## src/rtl/data_memory_ctrl_if.sv

```systemverilog
`default_nettype none
// -----------------------------------------------------------------------------
// data_memory_ctrl_if : request/response and clear-control bundle for data_memory_ctrl
// Rev 1.0
// -----------------------------------------------------------------------------
interface data_memory_ctrl_if #(
   parameter int DATA_WIDTH = 8,
   parameter int ADDR_WIDTH = 8
);
   logic                  req_valid;
   logic                  req_ready;
   logic                  req_write;
   logic [ADDR_WIDTH-1:0] req_addr;
   logic [DATA_WIDTH-1:0] req_wdata;
   logic                  rsp_valid;
   logic [DATA_WIDTH-1:0] rsp_rdata;
   logic                  clear_start;
   logic                  busy;
   logic                  clear_done;

   modport master (
      output req_valid, req_write, req_addr, req_wdata, clear_start,
      input  req_ready, rsp_valid, rsp_rdata, busy, clear_done
   );

   modport slave (
      input  req_valid, req_write, req_addr, req_wdata, clear_start,
      output req_ready, rsp_valid, rsp_rdata, busy, clear_done
   );
endinterface
`default_nettype wire

```

## src/rtl/data_memory_ctrl.sv

```systemverilog
`default_nettype none
// -----------------------------------------------------------------------------
// data_memory_ctrl : single-port data RAM, valid/ready access, hardware clear sweep
// Rev 1.0
// -----------------------------------------------------------------------------
module data_memory_ctrl #(
   parameter int                    DATA_WIDTH     = 8,
   parameter int                    ADDR_WIDTH     = 8,
   parameter int                    CLEAR_ON_RESET = 1,
   parameter logic [DATA_WIDTH-1:0] CLEAR_VALUE    = '0
) (
   input  wire logic         clk,
   input  wire logic         rst_n,
   data_memory_ctrl_if.slave bus
);
   localparam int DEPTH = 1 << ADDR_WIDTH;
   localparam logic [ADDR_WIDTH-1:0] c_LAST_ADDR = '1;

   typedef enum logic [0:0] {
      ST_IDLE  = 1'b0,
      ST_CLEAR = 1'b1
   } state_t;

   localparam state_t c_RESET_STATE = (CLEAR_ON_RESET != 0) ? ST_CLEAR : ST_IDLE;

   state_t                r_state;
   state_t                w_state_next;
   logic [ADDR_WIDTH-1:0] r_cnt;
   logic [ADDR_WIDTH-1:0] w_cnt_next;
   logic                  r_clear_done;
   logic                  w_done_next;
   logic                  r_rsp_valid;
   logic [DATA_WIDTH-1:0] r_rsp_rdata;
   logic [DATA_WIDTH-1:0] r_mem [DEPTH];

   logic                  w_busy;
   logic                  w_accept;
   logic                  w_rd_accept;
   logic                  w_mem_we;
   logic [ADDR_WIDTH-1:0] w_mem_addr;
   logic [DATA_WIDTH-1:0] w_mem_wdata;

   assign w_busy      = (r_state == ST_CLEAR);
   assign w_accept    = bus.req_valid && !w_busy;
   assign w_rd_accept = w_accept && !bus.req_write;

   always_ff @(posedge clk or negedge rst_n) begin
      if (!rst_n) begin
         r_state      <= c_RESET_STATE;
         r_cnt        <= '0;
         r_clear_done <= 1'b0;
      end else begin
         r_state      <= w_state_next;
         r_cnt        <= w_cnt_next;
         r_clear_done <= w_done_next;
      end
   end

   // The single RAM write port is owned by the sweep while clearing, by the requester otherwise.
   always_comb begin
      w_state_next = r_state;
      w_cnt_next   = r_cnt;
      w_done_next  = 1'b0;
      w_mem_we     = 1'b0;
      w_mem_addr   = bus.req_addr;
      w_mem_wdata  = bus.req_wdata;
      case (r_state)
         ST_IDLE: begin
            w_mem_we = w_accept && bus.req_write;
            if (bus.clear_start) begin
               w_state_next = ST_CLEAR;
               w_cnt_next   = '0;
            end
         end
         ST_CLEAR: begin
            w_mem_we    = 1'b1;
            w_mem_addr  = r_cnt;
            w_mem_wdata = CLEAR_VALUE;
            w_cnt_next  = r_cnt + 1'b1;
            if (r_cnt == c_LAST_ADDR) begin
               w_state_next = ST_IDLE;
               w_done_next  = 1'b1;
            end
         end
      endcase
   end

   // Array contents deliberately survive rst_n.
   always_ff @(posedge clk) begin
      if (w_mem_we) begin
         r_mem[w_mem_addr] <= w_mem_wdata;
      end
   end

   always_ff @(posedge clk or negedge rst_n) begin
      if (!rst_n) begin
         r_rsp_valid <= 1'b0;
         r_rsp_rdata <= '0;
      end else begin
         r_rsp_valid <= w_rd_accept;
         if (w_rd_accept) begin
            r_rsp_rdata <= r_mem[bus.req_addr];
         end
      end
   end

   assign bus.req_ready  = !w_busy;
   assign bus.busy       = w_busy;
   assign bus.rsp_valid  = r_rsp_valid;
   assign bus.rsp_rdata  = r_rsp_rdata;
   assign bus.clear_done = r_clear_done;

endmodule
`default_nettype wire

```

## src/flat_wrapper.sv

```systemverilog
// flat-port wrapper written by rule: the top's interface ports become plain ports
module data_memory_ctrl_flat 
#(
   parameter int                    DATA_WIDTH     = 8,
   parameter int                    ADDR_WIDTH     = 8,
   parameter int                    CLEAR_ON_RESET = 1,
   parameter logic [DATA_WIDTH-1:0] CLEAR_VALUE    = '0
)
  (clk, rst_n, bus_req_valid, bus_req_write, bus_req_addr, bus_req_wdata, bus_clear_start, bus_req_ready, bus_rsp_valid, bus_rsp_rdata, bus_busy, bus_clear_done);
  data_memory_ctrl_if #(.DATA_WIDTH(DATA_WIDTH), .ADDR_WIDTH(ADDR_WIDTH)) bus_i ();
  input  wire logic clk;
  input  wire logic rst_n;
  input wire logic [$bits(bus_i.req_valid)-1:0] bus_req_valid;
  input wire logic [$bits(bus_i.req_write)-1:0] bus_req_write;
  input wire logic [$bits(bus_i.req_addr)-1:0] bus_req_addr;
  input wire logic [$bits(bus_i.req_wdata)-1:0] bus_req_wdata;
  input wire logic [$bits(bus_i.clear_start)-1:0] bus_clear_start;
  output wire logic [$bits(bus_i.req_ready)-1:0] bus_req_ready;
  output wire logic [$bits(bus_i.rsp_valid)-1:0] bus_rsp_valid;
  output wire logic [$bits(bus_i.rsp_rdata)-1:0] bus_rsp_rdata;
  output wire logic [$bits(bus_i.busy)-1:0] bus_busy;
  output wire logic [$bits(bus_i.clear_done)-1:0] bus_clear_done;
  assign bus_i.req_valid = bus_req_valid;
  assign bus_i.req_write = bus_req_write;
  assign bus_i.req_addr = bus_req_addr;
  assign bus_i.req_wdata = bus_req_wdata;
  assign bus_i.clear_start = bus_clear_start;
  assign bus_req_ready = bus_i.req_ready;
  assign bus_rsp_valid = bus_i.rsp_valid;
  assign bus_rsp_rdata = bus_i.rsp_rdata;
  assign bus_busy = bus_i.busy;
  assign bus_clear_done = bus_i.clear_done;
  data_memory_ctrl #(.DATA_WIDTH(DATA_WIDTH), .ADDR_WIDTH(ADDR_WIDTH), .CLEAR_ON_RESET(CLEAR_ON_RESET), .CLEAR_VALUE(CLEAR_VALUE)) u_core (.clk(clk), .rst_n(rst_n), .bus(bus_i));
endmodule
```

## config.mk

```make
export PLATFORM = sky130hd
export DESIGN_NAME = data_memory_ctrl_flat
export DESIGN_NICKNAME = d
export VERILOG_FILES = /design/src/rtl/data_memory_ctrl_if.sv /design/src/rtl/data_memory_ctrl.sv /design/src/flat_wrapper.sv
export SDC_FILE = /design/constraint.sdc
export NUM_CORES = 2
export LEC_CHECK = 0
export CAP_MARGIN = 25
export CORE_UTILIZATION = 43
export DETAILED_ROUTE_END_ITERATION = 7
export GPL_ROUTABILITY_DRIVEN = 1
export PLACE_DENSITY_LB_ADDON = 0.3
export SLEW_MARGIN = 20
export SYNTH_ARGS = -nofsm -noshare
export SYNTH_HDL_FRONTEND = slang
export SYNTH_SLANG_ARGS = --single-unit
export TNS_END_PERCENT = 10
```

## constraint.sdc

```tcl
create_clock -name clk -period 10.9 [get_ports clk]
set_input_delay 1.09 -clock clk [delete_from_list [all_inputs] [get_ports clk]]
set_output_delay 1.09 -clock clk [all_outputs]
set_load 0.01 [all_outputs]
```

-- Yosys cells after proc, flatten, opt, wreduce, memory -nomap -nowiden
Memory sizes are Yosys's and may differ from the RTL's. A register that Yosys moved wholly into a read port is not among the register bits.
Index checks and enable logic that the tools add are counted.
- bitwise operators: 1
- $mul: 0
- shift-type cells: 0
- add/subtract/negate cells: 1
- equality and inequality tests: 2
- reductions and logical operators: 6
- divide/modulo/power cells: 0
- order comparisons: 0
- mux-type cells: 12
- operator list (cell ; count):
    8-bit two-way mux ; 3
    8-bit case mux with 2 select lines ; 1
    8-bit by 1-bit adder with 8-bit output (second input constant) ; 1
    8-bit equality test (second input constant) ; 1
    1-bit two-way mux ; 6
    1-bit case mux with 2 select lines ; 2
    1-bit logical AND ; 3
    1-bit zero test ; 3
    2-bit != test (second input constant) ; 1
    1-bit NOT ; 1
- output and inout bits: 12
- logic and storage cells: 27
- memory bits (writable): 2048
- memories: 1
- ROM bits: 0
- input port bits: 21
- bits in latches: 0
- register bits: 11
- memory list (memory ; depth ; width ; rd ports ; clocked after memory_dff ; write ports ; line ; RTL):
    u_core.r_mem ; 256 ; 8 ; 1 ; 1 ; 1 ; data_memory_ctrl.sv:34 ; logic [DATA_WIDTH-1:0] r_mem [DEPTH];

-- Longest topological paths before layout
- depth in word-level cells: 6
- mapped depth: 12
- gate-level depth less buffers: 7

-- Worst setup path after synthesis
No wires, ideal clock.
- path type: in2reg
- from: in bus_req_wdata[0]
- to: mem u_core.r_mem[0][0] (data pin)
- required time: 9.454 ns
- setup slack: 2.219 ns
- cell stages on the path: 1
- setup time: 1.446 ns
- arrival: 7.235 ns
- buffers on the path: 0
- path through: nor2b_1
- word-level cells in the longest chain between the ends: 1
- RTL lines (item ; line ; RTL):
    from (decl) ; flat_wrapper.sv:16 ; input wire logic [$bits(bus_i.req_wdata)-1:0] bus_req_wdata;
    8-bit two-way mux ; data_memory_ctrl.sv:67 ; case (r_state)
    to (decl) ; data_memory_ctrl.sv:34 ;
No other way between the ends.

==> results_dict.tcl <==
set metrics [dict create \
    pwr-share-clk_pct 42.0 \
    fin_worst_skew_ns 0.0431 \
    cpMostUsedCell "buf_4" \
    yosysTopAreaCell "edfxtp_1" \
    viasPerCell 6.15 \
    cts_tree "built" \
    cap_violations 0 \
    start_kind "input port" \
    combinationalPowerShare_pct 3.6 \
    routed_wl_mm 221 \
    grt_pass1_wl_mm 312 \
    r2r_start "u_core.bus.busy" \
    end_kind "flip-flop" \
    grtUsageMet3_pct 5.42 \
    worstPathCellList "buf_6 > buf_4 > buf_4 > nand3b_1 > buf_8 > o22ai_1 > nor3_1 > a31oi_1 > o21ai_1 > o31ai_1" \
    hold_violations 0 \
    die_area_um2 192000 \
    numClockSinks 2067 \
    path_delay_family "buffers and inverters" \
    netSwitchingFraction_pct 21.3 \
    fp-row-count 159 \
    h-tree-depth 4 \
    cts_setup_buffers 0 \
    clockBufferDepth 3 \
    synth_edf_count 2048 \
    pre_cts_slack_ns 4.59 \
    grt_busiest_layer "met2" \
    slew_headroom_pct 18.6 \
    die_x_um 438 \
    post_cts_resized 0 \
    required_ns 11.58 \
    clk_pin_slew_ns 0.06 \
    ant_nets 0 \
    fin_util_pct 48.1 \
    intPower_uw 12400 \
    yosysWarnings 0 \
    p_seq_share_pct 54.4 \
    layout_min_cycle_time_ns 5.24 \
    path_class "in -> reg" \
    synth_seq_area_share_pct 75.9 \
    portBuffers 32 \
    syn_nets 4071 \
    gp_congestion 0.907 \
    ys_ff_latch 2067 \
    power_uw 15800 \
    dr.pass1.iters 6 \
    p_switching_uw 3370 \
    cts_buffers 203 \
    crit_path_max_incr_delay_ns 0.83 \
    rsz0062_at_grt "false" \
    start_util_pct 43.4 \
    hold_class "reg -> reg" \
    synth.avg_cell_area_um2 20.2 \
    wl_per_cell_um 32.5 \
    tightest_slew_ns 1.22 \
    synth.most_common_cell "edfxtp_1" \
    grt_use_met2_pct 35.2 \
    dp_hpwl_mm 136 \
    synth-async-reset-ratio_pct 0.919 \
    die_y_um 438 \
    power_density_nw_per_um2 175 \
    synth_common_cells "edfxtp_1 (2048), mux2i_1 (378), nor2_1 (279), mux4_2 (251), nand2_1 (112)" \
    arrival_ns 5.91 \
    place_inst 6425 \
    syn_inst 4049 \
    via_count 41900 \
    use_met1_pct 31.7 \
    worstHoldStart "u_core.r_cnt[5]" \
    grt_use_total_pct 22.9 \
    synth_area_um2 81700 \
    maxSlewViolCount 0 \
    syn_to_final_growth_pct 10.8 \
    dr.first_iter.drc_count 5578 \
    postCtsHoldBufs 0 \
    io_pins 33 \
    coreArea_um2 188000 \
    drc 0 \
    cts_root_buf "clkbuf_16" \
    status "finished, final reports clean" \
    setup_violations 0 \
    grt_pass1_vias 40900 \
    nets 4164 \
    startpoint "bus_req_addr[4]" \
    cpMaxStageDelayCell "nor3_1" \
    yosys-top-cells-area "edfxtp_1 (75%), mux4_2 (6.9%), mux2i_1 (4.6%), mux4_1 (2.9%), nor2_1 (1.3%)" \
    antenna_found_initial 12 \
    synth_cell_types 72 \
    clkLatencyLatePin_ns 0.85 \
    ys.flop_type "edfxtp_1" \
    instances_no_fill 6806 \
    min_period_over_period_pct 48.0 \
    gr-total-overflow 0 \
    fin_ws_ns 5.66 \
    setup_tns_ns 0 \
    cp_num_buf_inv 4 \
    grt_max_degree 200 \
    worst_ir_drop_vdd_uv 175 \
    leakagePower_uw 0.0281 \
    critical_path.max_fanout 42 \
    layout-drive-gt1-share_pct 16.7 \
    fmax_mhz 191 \
    synth_top_area_share_pct 75.3 \
]
[worst register-to-register path, delay by kind of cell, from the launching register on]
kind | cells | cell delay (ns)
buffers and inverters | 2 | 1.20
AO/OA/AOI/OAI | 2 | 1.11
flip-flops | 1 | 0.37
AND/OR/NAND/NOR | 3 | 1.66
[layout by cell type (no fill, tap or decap), drive strengths merged, types with 53 or more instances in the layout]
| master | n |
|---|---|
| buf | 106 |
| mux4 | 340 |
| edfxtp | 2048 |
| mux2i | 378 |
| clkbuf | 267 |
| nor2 | 279 |
| o22ai | 100 |
| a21oi | 56 |
| nand2 | 112 |
| o221ai | 87 |
| clkinv | 98 |
| o21ai | 60 |
| a211oi | 53 |
[registers in the layout, summed over array words and instances (netlist names)]
name,count
u_core.r_mem,2048
u_core.bus.rsp_rdata,8
u_core.r_cnt,8
u_core.bus.busy,1
u_core.bus.clear_done,1
u_core.bus.rsp_valid,1
[area by class of cell]
class	count	area (um2)
clock inverter	107	846
tap	2495	3120
antenna	2	5.00
fill	15500	97700
clock buffer	265	5420
sequential	2067	62000
timing repair buffer	136	1220
multi-input combinational	1724	17900
inverter	10	41.3
[power by group through the flow]
stage               Combinational, uW  Sequential, uW  Clock, uW
floorplan                         386            8770          0
global placement                  557            8770          0
detailed placement                559            8770          0
CTS                               560            8600       6710
global route                      583            8590       7000
finish                            565            8600       6650
[path summary, 6_finish.rpt]
check / end / slack [ns] / depth (start not counted)
max: u_core.bus.rsp_rdata[6] / 5.66 / 10
min: u_core.r_cnt[5] / 0.59 / 1
max reg2reg: u_core.bus.rsp_rdata[6] / 6.43 / 7
min reg2reg: u_core.r_cnt[5] / 0.59 / 1
max in group asynchronous: u_core.bus.busy / 9.92 / 2
min in group asynchronous: u_core.bus.clear_done / 0.65 / 2
[routing by layer]
| metal | wire length (um) | vias up |
|---|---|---|
| li1 | - | 17100 |
| met1 | 88600 | 22200 |
| met2 | 102000 | 2165 |
| met3 | 21300 | 413 |
| met4 | 9010 | 4 |
| met5 | 27 | - |
[metrics by stage]
stage          hold slack, ns  instance area [um2]
6_report                0.588                90500
4_1_cts                 0.574                90400
5_1_grt                 0.614                90500
3_3_place_gp            0.560                84100
3_5_place_dp            0.564                84100
2_1_floorplan           0.503                81700
[cells by family (layout without fill, tap and decap cells)]
kind of cell               Yosys count  count (layout)  synth area share, %
AOI/OAI and AO/OA                  477             477                 4.20
xor gates and xnor gates             3               3               0.0322
adders and majority gates            1               1               0.0153
buffers and inverters              258             518                 2.49
DFF                               2067            2067                 75.9
muxes                              752             752                 14.9
other                                0               2                    0
and+or+nand+nor                    491             491                 2.52
No activity file was read; power rests on OpenSTA's default activity.
